$ cat src/rtl/find_extremes_pkg.sv
// Shared definitions for the find_extremes block: FSM state encoding and
// width-independent constants.
package find_extremes_pkg;

    typedef enum logic [1:0] {
        IDLE      = 2'd0,
        RECEIVING = 2'd1,
        DONE      = 2'd2
    } state_t;

    localparam int MIN_WIDTH = 2;
    localparam int MAX_WIDTH = 32;

    // Samples are accepted in every state except DONE.
    function automatic logic can_accept(input state_t s);
        return (s == IDLE) || (s == RECEIVING);
    endfunction

endpackage

$ cat src/rtl/extreme_compare.sv
// Magnitude comparison of one sample against the stored maximum and minimum,
// unsigned or two's complement depending on SIGNED_MODE.
module extreme_compare #(
    parameter int WIDTH       = 8,
    parameter int SIGNED_MODE = 0
) (
    input  logic [WIDTH-1:0] sample,
    input  logic [WIDTH-1:0] max_val,
    input  logic [WIDTH-1:0] min_val,
    output logic             gt,
    output logic             lt
);

    generate
        if (SIGNED_MODE != 0) begin : g_signed
            assign gt = $signed(sample) > $signed(max_val);
            assign lt = $signed(sample) < $signed(min_val);
        end else begin : g_unsigned
            assign gt = sample > max_val;
            assign lt = sample < min_val;
        end
    endgenerate

endmodule

$ cat src/rtl/find_extremes.sv
// Tracks maximum/minimum of a framed sample stream with first-occurrence
// indexes, a saturating sample count and a one-cycle done pulse.
module find_extremes
    import find_extremes_pkg::*;
#(
    parameter int WIDTH       = 8,
    parameter int CNT_W       = 16,
    parameter int SIGNED_MODE = 0
) (
    input  logic             clk,
    input  logic             reset,
    input  logic             start,
    input  logic             valid,
    input  logic [WIDTH-1:0] inputA,
    output logic [WIDTH-1:0] maxValue,
    output logic [WIDTH-1:0] minValue,
    output logic [CNT_W-1:0] maxIndex,
    output logic [CNT_W-1:0] minIndex,
    output logic [CNT_W-1:0] count,
    output logic             empty,
    output logic             overflow,
    output logic             done,
    output state_t           dbg_state
);

    // Framing: start stays high for a whole sequence and its falling edge
    // closes it; valid qualifies inputA only while start is high. There is
    // no backpressure, every qualified sample outside DONE is consumed.

    localparam logic [WIDTH-1:0] VAL_LO = (SIGNED_MODE != 0) ?
        {1'b1, {(WIDTH-1){1'b0}}} : {WIDTH{1'b0}};
    localparam logic [WIDTH-1:0] VAL_HI = (SIGNED_MODE != 0) ?
        {1'b0, {(WIDTH-1){1'b1}}} : {WIDTH{1'b1}};
    localparam logic [CNT_W-1:0] CNT_MAX = {CNT_W{1'b1}};

    state_t state;
    state_t state_next;
    logic   accept;
    logic   new_seq;
    logic   cnt_sat;
    logic   is_gt;
    logic   is_lt;

    assign accept    = start & valid & can_accept(state);
    assign new_seq   = (state == IDLE) & start;
    assign cnt_sat   = (count == CNT_MAX);
    assign dbg_state = state;

    extreme_compare #(
        .WIDTH       (WIDTH),
        .SIGNED_MODE (SIGNED_MODE)
    ) u_cmp (
        .sample  (inputA),
        .max_val (maxValue),
        .min_val (minValue),
        .gt      (is_gt),
        .lt      (is_lt)
    );

    always_ff @(posedge clk) begin
        if (reset) begin
            state <= IDLE;
        end else begin
            state <= state_next;
        end
    end

    always_comb begin
        state_next = state;
        case (state)
            IDLE:      if (start)  state_next = RECEIVING;
            RECEIVING: if (!start) state_next = DONE;
            DONE:      state_next = IDLE;
            default:   state_next = IDLE;
        endcase
    end

    always_ff @(posedge clk) begin
        if (reset) begin
            done     <= 1'b0;
            count    <= '0;
            overflow <= 1'b0;
            empty    <= 1'b1;
            maxIndex <= '0;
            minIndex <= '0;
            maxValue <= VAL_LO;
            minValue <= VAL_HI;
        end else begin
            done <= (state_next == DONE);
            if (new_seq) begin
                overflow <= 1'b0;
                if (valid) begin
                    maxValue <= inputA;
                    minValue <= inputA;
                    maxIndex <= '0;
                    minIndex <= '0;
                    count    <= CNT_W'(1);
                    empty    <= 1'b0;
                end else begin
                    count <= '0;
                    empty <= 1'b1;
                end
            end else if (accept) begin
                // A sequence opened without a sample loads both extremes
                // from its first accepted sample, regardless of prior values.
                if (empty) begin
                    maxValue <= inputA;
                    minValue <= inputA;
                    maxIndex <= count;
                    minIndex <= count;
                end else begin
                    if (is_gt) begin
                        maxValue <= inputA;
                        maxIndex <= count;
                    end
                    if (is_lt) begin
                        minValue <= inputA;
                        minIndex <= count;
                    end
                end
                empty <= 1'b0;
                if (cnt_sat) begin
                    overflow <= 1'b1;
                end else begin
                    count <= count + CNT_W'(1);
                end
            end
        end
    end

endmodule

$ cat config.mk
export PLATFORM = sky130hd
export DESIGN_NAME = find_extremes
export DESIGN_NICKNAME = d
export VERILOG_FILES = /design/src/rtl/find_extremes_pkg.sv /design/src/rtl/extreme_compare.sv /design/src/rtl/find_extremes.sv
export SDC_FILE = /design/constraint.sdc
export NUM_CORES = 1
export LEC_CHECK = 0
export ABC_CLOCK_PERIOD_IN_PS = 2750
export BUFFER_PORTS_ARGS = -buffer_cell sky130_fd_sc_hd__buf_2
export CORE_ASPECT_RATIO = 1.5
export CORE_MARGIN = 2
export CORE_UTILIZATION = 53
export DETAILED_ROUTE_END_ITERATION = 6
export PLACE_DENSITY = 0.79
export SKIP_CTS_REPAIR_TIMING = 1
export SLEW_MARGIN = 20
export SYNTH_ARGS = -nofsm -noshare
export SYNTH_HDL_FRONTEND = slang
export SYNTH_SLANG_ARGS = --single-unit
$ cat constraint.sdc
create_clock -name clk -period 2.75 [get_ports clk]
set_input_delay 0.1375 -clock clk [delete_from_list [all_inputs] [get_ports clk]]
set_output_delay 0.1375 -clock clk [all_outputs]
set_load 0.005 [all_outputs]
======== Word level (Yosys, flattened, before mapping) ========
Index checks and enable logic that the tools add are counted.
operators by class
  reductions and logical operators ........ 10
  $add $sub $neg .......................... 1
  magnitude comparators ................... 2
  bitwise operators ....................... 3
  equal/unequal tests ..................... 5
  muxes and demuxes ....................... 28
operators with widths
  cell                                                              number
  16-bit 2-to-1 mux                                                 12
  8-bit 2-to-1 mux                                                  9
  16-bit by 1-bit adder with 16-bit output (second input constant)  1
  16-bit == test (second input constant)                            1
  8-bit > comparator                                                1
  8-bit less-than comparator                                        1
  3-bit AND reduction                                               2
  3-bit nonzero test                                                2
  1-bit 2-to-1 mux                                                  4
  2-bit 2-to-1 mux                                                  2
  2-bit inequality test (second input constant)                     2
  2-bit case mux with 2 select lines                                1
  2-bit AND reduction                                               2
  1-bit bitwise AND                                                 3
  2-bit by 1-bit == test with 1-bit output (second input constant)  1
  2-bit == test (second input constant)                             1
  2-bit logical NOT                                                 1
  2-bit nonzero test                                                1
  2-bit OR reduction                                                1
  1-bit logical OR                                                  1
word-level totals
  logic and storage cells ................. 58
  output and inout bits ................... 69
  register bits after elaboration ......... 69
  input bits .............................. 12

======== Depth between registers and ports, before layout ========
Gate-level depths: netlist of run 1.
  word-level depth ........................ 5
  gate-level depth with buffers ........... 9
  gate-level depth less buffers ........... 7

======== Hierarchy ========
A second synthesis of run 1 with hierarchy kept.
second synthesis, totals
  cells, all modules ...................... 370
  area, all modules ....................... 3,279.4 sq um
modules (own cells, without submodules)
  module           times used  area each (sq um)  sequential area each (sq um)  cells an instance
  find_extremes    1           2,904.0            1,381.3                       321
  extreme_compare  1           375.4              0.0                           49

======== Worst setup path before layout of run 1 ========
No wires, ideal clock.
  path type ............................... register -> register
  from .................................... register maxValue[1]
  to ...................................... register maxIndex[8]
  cell stages (with the launch flop) ...... 10
  arrival time ............................ 1.882 ns
  slack ................................... 0.797 ns
  setup time .............................. 0.072 ns
  path buffers ............................ 2
  data required time ...................... 2.678 ns
  period minus slack after synthesis ...... 1.953 ns
  cell sequence ........................... dfxtp_1 > inv_1 > ha_1 > nor2b_1 > o211ai_1 > a21oi_1 > o21a_1 > buf_4 > buf_4 > mux2i_1
between the ends
  longest elaborated chain between the ends .. 3
ends and longest elaborated chain
  what                                  line                   RTL
  start: declaration                    find_extremes.sv:15    output logic [WIDTH-1:0] maxValue,
  start signal: assignment              find_extremes.sv:93    maxValue <= inputA;
  start signal: assignment              find_extremes.sv:107   maxValue <= inputA;
  start signal: assignment              find_extremes.sv:113   maxValue <= inputA;
  8-bit > comparator                    extreme_compare.sv:19  assign gt = sample > max_val;
  3-bit nonzero test (no source line)   n/a
  3-bit AND reduction (no source line)  n/a
  end signal: assignment                find_extremes.sv:109   maxIndex <= count;
  end signal: assignment                find_extremes.sv:114   maxIndex <= count;
  end: declaration                      find_extremes.sv:17    output logic [CNT_W-1:0] maxIndex,
Every way passes these cells.
A chain may end at the register's enable or synchronous reset.

======== Worst setup path in the final report of run 1 ========
Ends and elaborated chain as after synthesis.

==> results of run 1 <==
[metal layers]
metal | global-route usage | vias to the layer above
li1 | - | 1371
met1 | 0.289 | 1337
met2 | 0.433 | 89
met3 | 0.0633 | 10
met4 | 0.100 | 0
met5 | 0 | -
[logic make-up (layout without fill, tap and decap cells)]
logic type      Yosys count  count (layout)  share of synthesized area
compound gates           66              66                      0.174
xor+xnor                  6               6                     0.0163
fa+ha+maj                16              16                     0.0620
buf+inv                  38             119                     0.0550
flops                    69              69                      0.428
mux                      25              25                     0.0775
simple gates            119             119                      0.188
[layout make-up]
| class | count | area [um^2] | share of cell area |
|---|---|---|---|
| Multi-Input combinational cell | 232 | 1670 | 0.436 |
| Clock inverter | 7 | 66.3 | 0.0173 |
| Timing Repair Buffer | 84 | 430 | 0.112 |
| Tap cell | 72 | 90.1 | 0.0235 |
| Sequential cell | 69 | 1380 | 0.360 |
| Clock buffer | 9 | 124 | 0.0323 |
| Inverter | 19 | 71.3 | 0.0186 |
[sequential cells by signal (all words and copies together) (netlist names)]
register,flops
dbg_state,2
done,1
maxValue,8
count,16
overflow,1
minIndex,16
empty,1
minValue,8
maxIndex,16
[report_power, final]
| group | switching, uW | internal [uW] | leakage [uW] | total, uW |
|---|---|---|---|---|
| clock network | 392 | 414 | 0.0000987 | 805 |
| logic | 128 | 82.5 | 0.00106 | 211 |
| registers | 15.8 | 1020 | 0.000559 | 1030 |
| total | 536 | 1510 | 0.00172 | 2050 |
[path summary, 6_finish.rpt]
kind / cells after the start / slack [ns] / end
worst min-delay path: 2 / 0.04 / done$_SDFF_PP0_
worst min register to register: 2 / 0.46 / maxIndex[0]$_SDFFE_PP0P_
worst max-delay path: 8 / 0.54 / maxIndex[8]$_SDFFE_PP0P_
worst max register to register: 8 / 0.54 / maxIndex[8]$_SDFFE_PP0P_
[worst max-delay path, stage by stage (launching register included)]
cell	delay, ns
dfxtp_1	0.33
inv_1	0.06
ha_1	0.28
nor2b_1	0.13
o211ai_1	0.08
a21oi_1	0.52
o21a_1	0.22
buf_4	0.28
mux2i_1	0.23
[cells in the mapped netlist (2+ instances only)]
cell type	instances	area (um^2)
and3_1	2	12.5
o31ai_1	7	52.6
ha_1	16	200
nor2_1	34	128
xnor2_1	6	52.6
o21ai_0	6	30.0
nor3_1	7	35.0
inv_1	19	71.3
o21a_1	3	22.5
buf_2	2	10.0
a21oi_4	2	32.5
nand4_1	8	50.1
a21oi_1	11	55.1
or3_1	2	12.5
o2111ai_1	7	61.3
nand2_1	38	143
clkbuf_2	2	10.0
buf_1	2	7.51
nand3_1	9	45.0
a22o_2	6	60.1
nor4_1	3	18.8
clkbuf_1	7	26.3
a31o_2	2	17.5
a22o_1	10	87.6
dfxtp_1	69	1380
nor4b_1	3	26.3
buf_4	4	30.0
buf_6	2	22.5
mux2i_1	25	250
[metrics by stage]
stage	setup WS, ns	std cells	total power [uW]	hold slack, ns	util
2_1_floorplan	0.797	339	1200	0.214	-
3_3_place_gp	0.635	476	1260	0.380	0.625
3_5_place_dp	0.567	476	1270	0.389	0.625
4_1_cts	0.519	492	2060	0.0215	0.658
5_1_grt	0.318	492	2140	0.0481	0.658
6_report	0.542	492	2050	0.0401	0.658
==> metrics.cfg, run 1 <==
[clock_tree]
numCtsBuffers=9
clk_latency_ns=0.34
cts-root-buf=clkbuf_8
cts_tree=done
clock_sinks=69
cts.reportedPaths.clkPinSlew_ns=0.07
cts_buffer_depth=2
cts_max_level=3

[logic_synthesis]
synth_seq_area_share=0.428
yosys_warnings=0
syn_area_um2=3230
synth_ff_type=dfxtp_1
synth_fp_nets=367
syn_inst=339
synth-edff-count=0
ys_types=54
ys_ff_latch=69
avgSynthCellArea_um2=9.53
async_reset_ff_frac=0

[global_route]
antenna_found_initial=0
grtUsageTotal=0.252
grt_pass1_wl_um=12800
grt_max_degree=31
grt_remaining_overflow=0
grt_pass1_vias=2697

[timing]
relSlewSlack=0.340
finalHoldViolCount=0
max_freq_ghz=0.453
setup_violations=0
finalCritPeriodShare=0.803
finClkSkew_ns=0.00462
setup_tns_ns=0
fin_crit_ns=2.21
finalMaxSlewViolations=0
worst_pin_slew_ns=0.987
rsz0062_at_grt=false

[finish]
antenna_cells=0
layout_common_cells=buf_2 (80), dfxtp_1 (69), nand2_1 (38), nor2_1 (34), mux2i_1 (25)
area_delta_synth_final_pct=18.7
finalNetCount=443
drive_above_1_share=0.290
design_area_um2=3830
fillers=469
final_common_cell=buf_2

[routing]
met2_wirelength_um=4050
route.detailed.drc=0
ant_nets=0
vias_per_cell=5.71
dr.pass1.iters=4
wl_met3_um=461
routedWlPerCell_um=15.8
first_iter_violations=124
wl_met1_um=3110
dr.max_layer_used=met4
routed_wl_um=7750
vias=2807

[job]
drv_cap=0

[power]
pwr_density_cell_nw_per_um2=534
p_leak_uw=0.00172
vdd_drop_max_mv=0.408

[die]
rows=34
ios=81
core_area_um2=5830
initial_utilization=0.554
die_width_um=67.7
dieArea_um2=6750
die_h_um=99.6

[placement]
port_buffers=80
place_area_um2=3640
gp_congestion=0.800
hpwlAfterDp_um=5590

[setup_path]
critPathMaxFanout=14
crit_start=maxValue[1]$_SDFFE_PP0P_
end_kind=register
path_class=reg -> reg
reg2reg_from=maxValue[1]$_SDFFE_PP0P_
cp.arrival_ns=2.48
cp-start-kind=register
crit_required_ns=3.02

[min_path]
hp-start=start
hp-class=in -> reg

[outcome]
status=completed

No activity file was read; power rests on OpenSTA's default activity.
==> run 2, diff against run 1 <==
--- a/config.mk
+++ b/config.mk
@@ -5,13 +5,13 @@
 export SDC_FILE = /design/constraint.sdc
 export NUM_CORES = 1
 export LEC_CHECK = 0
-export ABC_CLOCK_PERIOD_IN_PS = 2750
+export ABC_CLOCK_PERIOD_IN_PS = 1900
 export BUFFER_PORTS_ARGS = -buffer_cell sky130_fd_sc_hd__buf_2
 export CORE_ASPECT_RATIO = 1.5
 export CORE_MARGIN = 2
-export CORE_UTILIZATION = 53
+export CORE_UTILIZATION = 48
 export DETAILED_ROUTE_END_ITERATION = 6
-export PLACE_DENSITY = 0.79
+export PLACE_DENSITY = 0.75
 export SKIP_CTS_REPAIR_TIMING = 1
 export SLEW_MARGIN = 20
 export SYNTH_ARGS = -nofsm -noshare
==> constraint.sdc (replaced) <==
create_clock -name clk -period 1.9 [get_ports clk]
set_input_delay 0.095 -clock clk [delete_from_list [all_inputs] [get_ports clk]]
set_output_delay 0.095 -clock clk [all_outputs]
set_load 0.005 [all_outputs]
==> metrics.cfg, run 2 (same netlist as run 1, synthesis figures left out) <==
[outcome]
status=complete, but fails checks
failed_checks=hold timing, setup timing

[timing]
max_freq_ghz=0.520
worst_pin_slew_ns=0.652
setup_tns_ns=-0.147
timing.hold.ws_ns=-0.0112
layout_setup_ws_ns=-0.0245
finalCritPeriodShare=1.01
finalHoldViolCount=2
finalMaxSlewViolations=0
finClkSkew_ns=0.0120
fin_crit_ns=1.92
setup_violations=8
relSlewSlack=0.565
rsz0062_at_grt=true

[power]
pwr_density_cell_nw_per_um2=721
p_comb_frac=0.143
vdd_drop_max_mv=0.514
p_sw_frac=0.251
power_switching_uw=798
clock_power_share=0.387
p_int_uw=2380
p_leak_uw=0.00197
p_seq_frac=0.470

[setup_path]
cp.arrival_ns=2.17
end_kind=register
crit_required_ns=2.14
cp-start-kind=register
path_class=reg -> reg
critPathMaxFanout=8

[finish]
fillers=521
top_regs=count (16), maxIndex (16), minIndex (16)
finalNetCount=478
antenna_cells=0
area_delta_synth_final_pct=36.4
seqCellArea_um2=1390
final_common_cell=buf_2
drive_above_1_share=0.400
final_core_util=0.679
design_area_um2=4400
multi_input_area_um2=1850
layout_common_cells=buf_2 (80), dfxtp_1 (63), nand2_1 (38), buf_4 (32), nor2_1 (31)

[clock_tree]
cts_max_level=3
cts_buffer_depth=2
cts_tree=done
cts.reportedPaths.clkPinSlew_ns=0.07
numCtsBuffers=9
clk_latency_ns=0.35
clock_sinks=69
cts-root-buf=clkbuf_8

[die]
ios=81
dieArea_um2=7410
rows=36
core_area_um2=6490
initial_utilization=0.498
die_width_um=71.0
die_h_um=104

[placement]
gp_congestion=0.842
port_buffers=80
hpwlAfterDp_um=5990
pre_cts_ws_ns=-0.302
place_area_um2=3870

[routing]
ant_nets=0
first_iter_violations=124
route.detailed.drc=0
vias=3009
vias_per_cell=5.69
routed_wl_um=9190
dr.pass1.iters=4
routedWlPerCell_um=17.4

[min_path]
hp-class=in -> reg

[global_route]
grtUsageTotal=0.227
grt_pass1_wl_um=13400
grt_remaining_overflow=0
grt_max_degree=30
antenna_found_initial=0
grt_pass1_vias=2875

[job]
drv_cap=0

[run 2: routing by layer]
| metal | global-route usage | up-vias | share of wire |
|---|---|---|---|
| li1 | - | 1440 | - |
| met1 | 0.251 | 1456 | 0.39 |
| met2 | 0.395 | 95 | 0.54 |
| met3 | 0.0543 | 18 | 0.045 |
| met4 | 0.117 | 0 | 0.025 |
| met5 | 0 | - | 0 |
[run 2: final timing paths]
kind                                                from                       end  slack, ns  cells after the start
worst min register to register  maxIndex[8]$_SDFFE_PP0P_  maxIndex[8]$_SDFFE_PP0P_       0.45                      2
worst max register to register  minValue[1]$_SDFFE_PP1P_  minIndex[4]$_SDFFE_PP0P_      -0.02                      8
worst min-delay path                               start   dbg_state[1]$_SDFF_PP0_      -0.01                      2
worst max-delay path            minValue[1]$_SDFFE_PP1P_  minIndex[4]$_SDFFE_PP0P_      -0.02                      8
[run 2: worst max-delay path, cell delays in order (launching register included)]
cell and delay [ns]:
dfxtp_2 0.35, inv_2 0.05, ha_4 0.21, a2111oi_4 0.38, buf_4 0.19, o311ai_4 0.09
o211a_4 0.19, clkbuf_16 0.17, a22o_4 0.20
[run 2: cell type report]
type / instances / area share
clock buffer: 13 / 0.0384
sequential: 69 / 0.315
clock inverter: 1 / 0.00682
timing repair buffer: 119 / 0.181
inverter: 19 / 0.0162
multi-input combinational: 232 / 0.421
tap: 76 / 0.0216
[run 2: per-stage QoR]
step	power, uW	cells
2_1_floorplan	1740	339
3_3_place_gp	1870	504
3_5_place_dp	1880	504
4_1_cts	3090	518
5_1_grt	3280	529
6_report	3180	529
[run 2: power groups by stage]
stage	Clock (uW)	Sequential, uW	Combinational, uW
final	1230	1490	454
after global routing	1300	1490	491
after CTS	1240	1490	360
after detailed placement	0	1520	358
after global placement	0	1520	346
after floorplan	0	1530	216
==> run 3, diff against run 2 <==
--- a/config.mk
+++ b/config.mk
@@ -7,13 +7,14 @@
 export LEC_CHECK = 0
 export ABC_CLOCK_PERIOD_IN_PS = 1900
 export BUFFER_PORTS_ARGS = -buffer_cell sky130_fd_sc_hd__buf_2
-export CORE_ASPECT_RATIO = 1.5
 export CORE_MARGIN = 2
 export CORE_UTILIZATION = 48
 export DETAILED_ROUTE_END_ITERATION = 6
+export GPL_ROUTABILITY_DRIVEN = 1
 export PLACE_DENSITY = 0.75
 export SKIP_CTS_REPAIR_TIMING = 1
 export SLEW_MARGIN = 20
 export SYNTH_ARGS = -nofsm -noshare
 export SYNTH_HDL_FRONTEND = slang
 export SYNTH_SLANG_ARGS = --single-unit
+export TNS_END_PERCENT = 10
==> metrics.cfg, run 3 (same netlist as run 1, synthesis figures left out) <==
[routing]
routedWlPerCell_um=16.3
vias_per_cell=5.70
first_iter_violations=165
vias=2981
route.detailed.drc=0
ant_nets=0
dr.pass1.iters=5
routed_wl_um=8530

[power]
p_seq_frac=0.469
vdd_drop_max_mv=0.373
p_sw_frac=0.254
p_int_uw=2370
power.total_uw=3180
p_leak_uw=0.00187
p_comb_frac=0.122
clock_power_share=0.409
power_switching_uw=810
pwr_density_cell_nw_per_um2=756

[global_route]
grt_remaining_overflow=0
grt_pass1_wl_um=13400
grt_pass1_vias=2841
antenna_found_initial=0
grtUsageTotal=0.228
grt_max_degree=30

[clock_tree]
clk_latency_ns=0.34
cts_buffer_depth=2
cts_max_level=3
cts.reportedPaths.clkPinSlew_ns=0.07
numCtsBuffers=9
cts-root-buf=clkbuf_8
cts_tree=done
clock_sinks=69

[die]
core_area_um2=6420
ios=81
initial_utilization=0.503
dieArea_um2=7400
die_h_um=86.0
rows=29
die_width_um=86.0

[placement]
gp_congestion=0.825
hpwlAfterDp_um=5880
dp.cells=504
port_buffers=80

[timing]
setup_tns_ns=0
finalMaxSlewViolations=0
finClkSkew_ns=0.00656
worst_pin_slew_ns=0.648
finalCritPeriodShare=0.992
timing.hold.ws_ns=-0.00416
setup_violations=0
rsz0062_at_grt=true
finalHoldViolCount=2
relSlewSlack=0.568
fin_crit_ns=1.88
max_freq_ghz=0.531

[setup_path]
end_kind=register
cp.arrival_ns=2.18
cp-start-kind=register
crit_required_ns=2.19
path_class=reg -> reg
critPathMaxFanout=8

[finish]
area_delta_synth_final_pct=30.4
final_core_util=0.656
fillers=533
finalNetCount=469
layout_common_cells=buf_2 (80), dfxtp_1 (62), nand2_1 (38), nor2_1 (31)
instances_no_fill=523
antenna_cells=0
drive_above_1_share=0.374
top_regs=count (16), maxIndex (16), minIndex (16)
final_common_cell=buf_2

[job]
drv_cap=0

[outcome]
status=complete, but fails checks
failed_checks=hold timing

[min_path]
hp-class=in -> reg

-- run 3: cell types whose count changed in the layout (fill, tap and decap cells not counted), moves of 3 or more --
| cell | previous run | this run |
|---|---|---|
| clkbuf_8 | 12 | 9 |
| a22o_2 | 3 | 6 |
| clkinv_2 | 0 | 3 |
| buf_4 | 32 | 25 |
| a22o_4 | 3 | 0 |
| o31ai_1 | 0 | 7 |
| o31ai_2 | 6 | 0 |
-- run 3: final timing paths --
| path | end | slack, ns | cells past startpoint | from |
|---|---|---|---|---|
| max | minIndex[15]$_SDFFE_PP0P_ | 0.02 | 7 | minValue[1]$_SDFFE_PP1P_ |
| min | done$_SDFF_PP0_ | -0.004 | 2 | start |
| max reg2reg | minIndex[15]$_SDFFE_PP0P_ | 0.02 | 7 | minValue[1]$_SDFFE_PP1P_ |
| min reg2reg | maxIndex[13]$_SDFFE_PP0P_ | 0.46 | 2 | maxIndex[13]$_SDFFE_PP0P_ |
-- run 3: critical path, cell delays in order (launching register included) --
cell and delay (ns):
dfxtp_2 0.35, inv_2 0.05, ha_4 0.21, a2111oi_4 0.36, o31ai_4 0.15, a211oi_4 0.35, clkbuf_16 0.22, a22o_2 0.14
-- run 3: final cells by class --
cell class,count,area (um^2),share of cell area
flip-flops and latches,69,1390,0.330
clock inverters,7,90.1,0.0214
well taps,77,96.3,0.0229
inverters,19,71.3,0.0169
clock buffers,9,124,0.0294
multi-input cells,232,1750,0.415
repair buffers,110,693,0.165
-- run 3: layer usage --
metal,share of wire,GRT usage,vias up
li1,-,-,1420
met5,0,0,-
met1,0.44,0.290,1446
met3,0.059,0.0587,12
met4,0.012,0.0750,0
met2,0.48,0.374,103
-- run 3: stage by stage --
stage               cell area (um^2)  setup WS, ns
floorplan                       3230        0.0198
global placement                3850        -0.173
detailed placement              3850        -0.256
CTS                             4070        -0.269
global route                    4210       -0.0369
finish                          4210        0.0156
-- run 3: power groups by stage --
stage / registers, uW / logic (uW) / clock network (uW)
after floorplan: 1530 / 216 / 0
after global placement: 1520 / 335 / 0
after detailed placement: 1520 / 344 / 0
after CTS: 1490 / 348 / 1320
after global routing: 1500 / 422 / 1390
final: 1490 / 388 / 1300
